===== src/rtl/secuenciador_pasos_pkg.sv =====
// Shared types and constants for the step/dir sequencer that time-shares one
// stepper driver between the theta and phi axes.
package secuenciador_pkg;

   typedef enum logic [1:0] {
      IDLE      = 2'd0,
      DIR_SETUP = 2'd1,
      PULSE_HI  = 2'd2,
      PULSE_LO  = 2'd3
   } state_t;

   localparam logic AXIS_THETA = 1'b0;
   localparam logic AXIS_PHI   = 1'b1;
   localparam logic DIR_POS    = 1'b1;
   localparam logic DIR_NEG    = 1'b0;

   // Largest of the three timing parameters, used to size the shared timer.
   function automatic int max_cyc(input int a, input int b, input int c);
      int m;
      m = a;
      if (b > m) m = b;
      if (c > m) m = c;
      return m;
   endfunction

endpackage


===== src/rtl/secuenciador_pasos_if.sv =====
// Request/driver bundle of the step sequencer. The motion controller side
// (master) raises per-axis move requests; the sequencer (slave) drives the
// shared stepper driver pins, status flags and the optional step counts.
interface secuenciador_pasos_if;

   logic        req_theta_pos;
   logic        req_theta_neg;
   logic        req_phi_pos;
   logic        req_phi_neg;
   logic        step_out;
   logic        dir_out;
   logic        axis_sel;
   logic        busy;
   logic        conflict;
   logic [15:0] theta_steps;
   logic [15:0] phi_steps;

   modport master (
      output req_theta_pos, req_theta_neg, req_phi_pos, req_phi_neg,
      input  step_out, dir_out, axis_sel, busy, conflict, theta_steps, phi_steps
   );

   modport slave (
      input  req_theta_pos, req_theta_neg, req_phi_pos, req_phi_neg,
      output step_out, dir_out, axis_sel, busy, conflict, theta_steps, phi_steps
   );

endinterface


===== src/rtl/secuenciador_pasos_contador.sv =====
// contador_espera: loadable down-counter used as the single wait timer of the
// sequencer. Loading N-1 makes done assert after N cycles in the timed state.
module contador_espera #(
   parameter int WIDTH = 6
) (
   input  logic             clk,
   input  logic             rst,
   input  logic             load,
   input  logic [WIDTH-1:0] load_val,
   output logic             done
);

   logic [WIDTH-1:0] count_q;
   logic [WIDTH-1:0] count_d;

   // Load has priority; otherwise count down and park at zero.
   always_comb begin
      count_d = count_q;
      if (load) begin
         count_d = load_val;
      end else if (count_q != '0) begin
         count_d = count_q - WIDTH'(1);
      end
   end

   // Counter register, cleared by the asynchronous active-low reset.
   always_ff @(posedge clk or negedge rst) begin
      if (!rst) begin
         count_q <= '0;
      end else begin
         count_q <= count_d;
      end
   end

   assign done = (count_q == '0);

endmodule


===== src/rtl/secuenciador_pasos.sv =====
// secuenciador_pasos: round-robin arbiter and pulse timer sharing one step/dir
// driver between the theta and phi axes. Direction and axis select are only
// changed on a grant from IDLE and are given DIR_SETUP_CYC cycles to settle
// before step_out rises.
// Optional feature: define STEP_COUNT_EN to keep signed 16-bit step counts per
// axis; without it theta_steps/phi_steps are tied to zero.
module secuenciador_pasos
   import secuenciador_pkg::*;
#(
   parameter int PULSE_HI_CYC  = 50,
   parameter int PULSE_LO_CYC  = 50,
   parameter int DIR_SETUP_CYC = 10
) (
   input  logic                  clk,
   input  logic                  rst,
   secuenciador_pasos_if.slave   bus
);

   localparam int TMR_W = $clog2(max_cyc(PULSE_HI_CYC, PULSE_LO_CYC, DIR_SETUP_CYC) + 1);
   localparam logic [TMR_W-1:0] HI_LOAD    = TMR_W'(PULSE_HI_CYC - 1);
   localparam logic [TMR_W-1:0] LO_LOAD    = TMR_W'(PULSE_LO_CYC - 1);
   localparam logic [TMR_W-1:0] SETUP_LOAD = TMR_W'(DIR_SETUP_CYC - 1);

   state_t           state_q, state_d;
   logic             axis_sel_q, axis_sel_d;
   logic             dir_q, dir_d;
   logic             last_axis_q, last_axis_d;
   logic             conflict_q, conflict_d;

   logic             theta_valid, phi_valid;
   logic             grant_any;
   logic             grant_axis;
   logic             grant_dir;

   logic             tmr_load;
   logic [TMR_W-1:0] tmr_val;
   logic             tmr_done;

   logic             step_c;
   logic             busy_c;

   contador_espera #(.WIDTH(TMR_W)) u_timer (
      .clk      (clk),
      .rst      (rst),
      .load     (tmr_load),
      .load_val (tmr_val),
      .done     (tmr_done)
   );

   // Arbitration: an axis is valid with exactly one direction requested; on a
   // tie the axis not served last wins.
   always_comb begin
      theta_valid = bus.req_theta_pos ^ bus.req_theta_neg;
      phi_valid   = bus.req_phi_pos ^ bus.req_phi_neg;
      grant_any   = theta_valid | phi_valid;
      grant_axis  = AXIS_THETA;
      if (theta_valid && phi_valid) begin
         grant_axis = ~last_axis_q;
      end else if (phi_valid) begin
         grant_axis = AXIS_PHI;
      end
      if (grant_axis == AXIS_PHI) begin
         grant_dir = bus.req_phi_pos ? DIR_POS : DIR_NEG;
      end else begin
         grant_dir = bus.req_theta_pos ? DIR_POS : DIR_NEG;
      end
      conflict_d = (bus.req_theta_pos & bus.req_theta_neg) |
                   (bus.req_phi_pos & bus.req_phi_neg);
   end

   // State register plus the registered axis/direction, round-robin pointer and conflict flag.
   always_ff @(posedge clk or negedge rst) begin
      if (!rst) begin
         state_q     <= IDLE;
         axis_sel_q  <= AXIS_THETA;
         dir_q       <= DIR_NEG;
         last_axis_q <= AXIS_PHI;
         conflict_q  <= 1'b0;
      end else begin
         state_q     <= state_d;
         axis_sel_q  <= axis_sel_d;
         dir_q       <= dir_d;
         last_axis_q <= last_axis_d;
         conflict_q  <= conflict_d;
      end
   end

   // Next-state logic; a grant that keeps axis and direction skips the setup wait.
   always_comb begin
      state_d     = state_q;
      axis_sel_d  = axis_sel_q;
      dir_d       = dir_q;
      last_axis_d = last_axis_q;
      tmr_load    = 1'b0;
      tmr_val     = '0;
      case (state_q)
         IDLE: begin
            if (grant_any) begin
               last_axis_d = grant_axis;
               axis_sel_d  = grant_axis;
               dir_d       = grant_dir;
               tmr_load    = 1'b1;
               if ((grant_axis == axis_sel_q) && (grant_dir == dir_q)) begin
                  state_d = PULSE_HI;
                  tmr_val = HI_LOAD;
               end else begin
                  state_d = DIR_SETUP;
                  tmr_val = SETUP_LOAD;
               end
            end
         end
         DIR_SETUP: begin
            if (tmr_done) begin
               state_d  = PULSE_HI;
               tmr_load = 1'b1;
               tmr_val  = HI_LOAD;
            end
         end
         PULSE_HI: begin
            if (tmr_done) begin
               state_d  = PULSE_LO;
               tmr_load = 1'b1;
               tmr_val  = LO_LOAD;
            end
         end
         PULSE_LO: begin
            if (tmr_done) begin
               state_d = IDLE;
            end
         end
         default: begin
            state_d = IDLE;
         end
      endcase
   end

   // Outputs decoded from the state register so reset drops step_out at once.
   always_comb begin
      step_c = (state_q == PULSE_HI);
      busy_c = (state_q != IDLE);
   end

   assign bus.step_out = step_c;
   assign bus.busy     = busy_c;
   assign bus.dir_out  = dir_q;
   assign bus.axis_sel = axis_sel_q;
   assign bus.conflict = conflict_q;

`ifdef STEP_COUNT_EN
   logic [15:0] theta_steps_q, theta_steps_d;
   logic [15:0] phi_steps_q, phi_steps_d;
   logic        pulse_end;

   // Count each completed pulse on the granted axis; wraps as 16-bit two's complement.
   always_comb begin
      theta_steps_d = theta_steps_q;
      phi_steps_d   = phi_steps_q;
      pulse_end     = (state_q == PULSE_HI) && tmr_done;
      if (pulse_end) begin
         if (axis_sel_q == AXIS_THETA) begin
            theta_steps_d = (dir_q == DIR_POS) ? theta_steps_q + 16'd1 : theta_steps_q - 16'd1;
         end else begin
            phi_steps_d = (dir_q == DIR_POS) ? phi_steps_q + 16'd1 : phi_steps_q - 16'd1;
         end
      end
   end

   // Step count registers.
   always_ff @(posedge clk or negedge rst) begin
      if (!rst) begin
         theta_steps_q <= 16'd0;
         phi_steps_q   <= 16'd0;
      end else begin
         theta_steps_q <= theta_steps_d;
         phi_steps_q   <= phi_steps_d;
      end
   end

   assign bus.theta_steps = theta_steps_q;
   assign bus.phi_steps   = phi_steps_q;
`else
   assign bus.theta_steps = 16'd0;
   assign bus.phi_steps   = 16'd0;
`endif

endmodule

===== src/flat_wrapper.sv =====
// flat-port wrapper written by rule: the top's interface ports become plain ports
module secuenciador_pasos_flat import secuenciador_pkg::*;
#(
   parameter int PULSE_HI_CYC  = 50,
   parameter int PULSE_LO_CYC  = 50,
   parameter int DIR_SETUP_CYC = 10
)
  (clk, rst, bus_req_theta_pos, bus_req_theta_neg, bus_req_phi_pos, bus_req_phi_neg, bus_step_out, bus_dir_out, bus_axis_sel, bus_busy, bus_conflict, bus_theta_steps, bus_phi_steps);
  secuenciador_pasos_if bus_i ();
  input  logic clk;
  input  logic rst;
  input wire logic [$bits(bus_i.req_theta_pos)-1:0] bus_req_theta_pos;
  input wire logic [$bits(bus_i.req_theta_neg)-1:0] bus_req_theta_neg;
  input wire logic [$bits(bus_i.req_phi_pos)-1:0] bus_req_phi_pos;
  input wire logic [$bits(bus_i.req_phi_neg)-1:0] bus_req_phi_neg;
  output wire logic [$bits(bus_i.step_out)-1:0] bus_step_out;
  output wire logic [$bits(bus_i.dir_out)-1:0] bus_dir_out;
  output wire logic [$bits(bus_i.axis_sel)-1:0] bus_axis_sel;
  output wire logic [$bits(bus_i.busy)-1:0] bus_busy;
  output wire logic [$bits(bus_i.conflict)-1:0] bus_conflict;
  output wire logic [$bits(bus_i.theta_steps)-1:0] bus_theta_steps;
  output wire logic [$bits(bus_i.phi_steps)-1:0] bus_phi_steps;
  assign bus_i.req_theta_pos = bus_req_theta_pos;
  assign bus_i.req_theta_neg = bus_req_theta_neg;
  assign bus_i.req_phi_pos = bus_req_phi_pos;
  assign bus_i.req_phi_neg = bus_req_phi_neg;
  assign bus_step_out = bus_i.step_out;
  assign bus_dir_out = bus_i.dir_out;
  assign bus_axis_sel = bus_i.axis_sel;
  assign bus_busy = bus_i.busy;
  assign bus_conflict = bus_i.conflict;
  assign bus_theta_steps = bus_i.theta_steps;
  assign bus_phi_steps = bus_i.phi_steps;
  secuenciador_pasos #(.PULSE_HI_CYC(PULSE_HI_CYC), .PULSE_LO_CYC(PULSE_LO_CYC), .DIR_SETUP_CYC(DIR_SETUP_CYC)) u_core (.clk(clk), .rst(rst), .bus(bus_i));
endmodule

===== config.mk =====
export PLATFORM = sky130hd
export DESIGN_NAME = secuenciador_pasos_flat
export DESIGN_NICKNAME = d
export VERILOG_FILES = /design/src/rtl/secuenciador_pasos_pkg.sv /design/src/rtl/secuenciador_pasos_if.sv /design/src/rtl/secuenciador_pasos_contador.sv /design/src/rtl/secuenciador_pasos.sv /design/src/flat_wrapper.sv
export SDC_FILE = /design/constraint.sdc
export NUM_CORES = 1
export LEC_CHECK = 0
export ABC_CLOCK_PERIOD_IN_PS = 1900
export CAP_MARGIN = 0
export CORE_UTILIZATION = 29
export DETAILED_ROUTE_END_ITERATION = 16
export PLACE_DENSITY = 0.62
export SYNTH_ARGS = -nofsm -noshare
export SYNTH_HDL_FRONTEND = slang
export SYNTH_SLANG_ARGS = --single-unit

===== constraint.sdc =====
create_clock -name clk -period 1.9 [get_ports clk]
set_input_delay 0.38 -clock clk [delete_from_list [all_inputs] [get_ports clk]]
set_output_delay 0.38 -clock clk [all_outputs]
set_load 0.02 [all_outputs]

==> flow_summary.json <==
{
  "power.internal_mw": 0.921,
  "grt_pass1_vias": 671,
  "grt_max_degree": 13,
  "antenna_found_initial": 0,
  "ctsHoldBuffers": 0,
  "port_buffers": 10,
  "cellLeakagePower_nw": 0.561,
  "syn_area_um2": 1050,
  "max-vdd-ir-drop_v": 0.000437,
  "finalSetupViolations": 0,
  "clk_pin_slew_ns": 0.08,
  "postRouteAntennaNets": 0,
  "tns_ns": 0,
  "finalClockSkew_ns": 0.00452,
  "status": "complete, no violations",
  "cts_resized": 2,
  "ff_latch_area_um2": 302,
  "drtPass1Iterations": 5,
  "final_hold_viol_count": 0,
  "synth_top_area_share_pct": 26.2,
  "drt_iter0_drc": 34,
  "syn-instance-count": 117,
  "finalNetCount": 152,
  "core_area_um2": 3390,
  "fmax_mhz": 558,
  "std_cell_rows": 21,
  "routedWlPerCell_um": 9.91,
  "worstHoldPathType": "input pin to asynchronous set/reset pin",
  "seq_area_frac_synth_pct": 28.7,
  "routed_wl_mm": 1.81,
  "grt_pass1_wl_mm": 2.90,
  "synth_top_area_cell": "dfrtp_1",
  "syn2layout_area_growth_pct": 10.1,
  "ys_types": 36,
  "fin_crit_sh_pct": 94.2,
  "die-area_um2": 3860,
  "worstPathArrival_ns": 1.41,
  "worst_setup_path_start_kind": "register",
  "cp-end-kind": "output pin",
  "cts_buffers": 3,
  "yosysWarnings": 0,
  "worst_slew_pin_slew_ns": 0.570,
  "pwr-share-comb_pct": 60.8,
  "cts_buffer_depth": 2,
  "die_h_um": 62.2,
  "final_cell_mix": "conb_1 (32), dfrtp_1 (11), ha_1 (8), clkdlybuf4s50_1 (8), buf_4 (8)",
  "initial_core_util_pct": 31.0,
  "switching_share_pct": 46.4,
  "fp.dieW_um": 62.2,
  "vias": 753,
  "htree_levels": 1,
  "grt_use_total_pct": 9.39,
  "maxSlewHeadroom_pct": 61.9,
  "clkPwrFrac_pct": 9.8,
  "cts_tree": "built",
  "final_cells": 183,
  "multi_input_area_um2": 591,
  "syn_area_per_cell_um2": 8.97,
  "cts_root_buf": "clkbuf_4",
  "fillers": 352,
  "placed_cells": 179,
  "dp_hpwl_mm": 1.45,
  "period_needed_ns": 1.79,
  "power_density_nw_per_um2": 1490,
  "drv_cap": 0,
  "rsz0062_at_grt": "no",
  "crit_required_ns": 1.52,
  "drive_gt1_share_pct": 13.9,
  "boundaryPins": 43,
  "switchingPower_mw": 0.797,
  "routed_via_density": 4.11,
  "drv_slew": 0,
  "drc": 0,
  "clock_sinks": 12,
  "grt-ovfl-total": 0,
  "p_seq_share_pct": 29.4,
  "crit_fanout": 4,
  "path_class": "register to output pin",
  "ys_seq_elements": 12,
  "ys_top_cells_by_area": "dfrtp_1 (26%), buf_4 (23%), ha_1 (9.5%)",
  "cts_setup_buffers": 0,
  "clk_latency_ns": 0.28,
  "final_common_cell": "conb_1",
  "n_antenna_cell": 0,
  "routabilityCongestion": 0.881
}
[critical path, cell delays in order (launching register included)]
cell	delay, ns
dfrtp_1	0.41
inv_1	0.09
ha_1	0.22
inv_1	0.08
dlygate4sd2_1	0.33
[area by class of cell]
class | instances | share of cell area [%]
multi-input cells | 97 | 51.1
well taps | 46 | 4.98
inverters | 6 | 1.95
clock buffers | 4 | 2.27
flip-flops and latches | 12 | 26.1
repair buffers | 18 | 13.6
[final timing paths]
path / slack, ns / cells past startpoint / end / startpoint
worst min register to register: 0.57 / 2 / u_core.last_axis_q$_DFFE_PN1P_ / u_core.last_axis_q$_DFFE_PN1P_
worst max-delay path: 0.11 / 4 / bus_busy / u_core.state_q[0]$_DFFE_PN0P_
worst max register to register: 0.27 / 7 / u_core.u_timer.count_q[3]$_DFFE_PN0P_ / u_core.state_q[0]$_DFFE_PN0P_
min in group clk: 0.57 / 2 / u_core.last_axis_q$_DFFE_PN1P_ / u_core.last_axis_q$_DFFE_PN1P_
worst min-delay path: 0.47 / 1 / u_core.u_timer.count_q[3]$_DFFE_PN0P_ / rst
max in group asynchronous: 1.06 / 1 / u_core.last_axis_q$_DFFE_PN1P_ / rst
[cells in the mapped netlist]
cell,number
a21bo_1,1
a21boi_2,1
a21o_1,1
a21oi_1,4
a311oi_1,1
a31oi_1,2
a32oi_1,1
and3_1,1
and3_4,1
buf_4,32
buf_6,1
conb_1,1
dfrtp_1,11
dfstp_2,1
ha_1,8
inv_1,6
mux2i_1,1
nand2_1,5
nand2b_1,1
nand3_1,1
nor2_1,7
nor2_2,2
nor3_1,3
nor4_1,1
nor4b_1,1
o211ai_1,2
o211ai_2,1
o21ai_0,1
o21ai_1,6
o21ai_2,1
o221a_1,1
o32ai_1,1
or2_2,1
or3_1,1
xnor2_1,3
xor2_1,4
[power groups by stage]
stage               Sequential [mW]  Clock [mW]  Combinational [mW]
CTS                           0.506       0.170                1.04
detailed placement            0.508           0                1.05
floorplan                     0.510           0               0.770
finish                        0.506       0.168                1.04
global placement              0.501           0                1.04
global route                  0.523       0.185                1.14
[cell families after synthesis]
| group | after synthesis | synth area share [%] |
|---|---|---|
| other | 1 | 0.357 |
| buffers and inverters | 39 | 26.1 |
| adders and majority gates | 8 | 9.54 |
| AOI/OAI and AO/OA | 24 | 16.2 |
| muxes | 1 | 0.954 |
| and+or+nand+nor | 25 | 12.3 |
| DFF | 12 | 28.7 |
| xor gates and xnor gates | 7 | 5.84 |
[stage by stage]
step                utilization [%]  hold WS, ns  worst slack, ns  total power [mW]  cell area, um^2
finish                         34.1        0.466            0.109              1.72             1160
CTS                            34.1        0.482           0.0980              1.72             1160
global route                   34.1        0.500           0.0152              1.85             1160
floorplan                         -       0.0844            0.363              1.28             1170
global placement               33.4        0.533          -0.0912              1.54             1130
detailed placement             33.4        0.558           -0.118              1.56             1130
[metal layers]
metal | GRT usage, % | vias to the layer above | share of wire (%)
met5 | 0 | - | 0
met4 | 5.23 | 0 | 2.0
met3 | 1.65 | 5 | 4.5
met2 | 15.2 | 31 | 48
met1 | 11.7 | 342 | 46
li1 | - | 375 | -
[state kept, by name, indices dropped and copies added (netlist names)]
register                cells
u_core.u_timer.count_q      6
u_core.bus.conflict         1
u_core.bus.axis_sel         1
u_core.state_q              2
u_core.last_axis_q          1
u_core.bus.dir_out          1
Power figures use the tool's default switching activity.
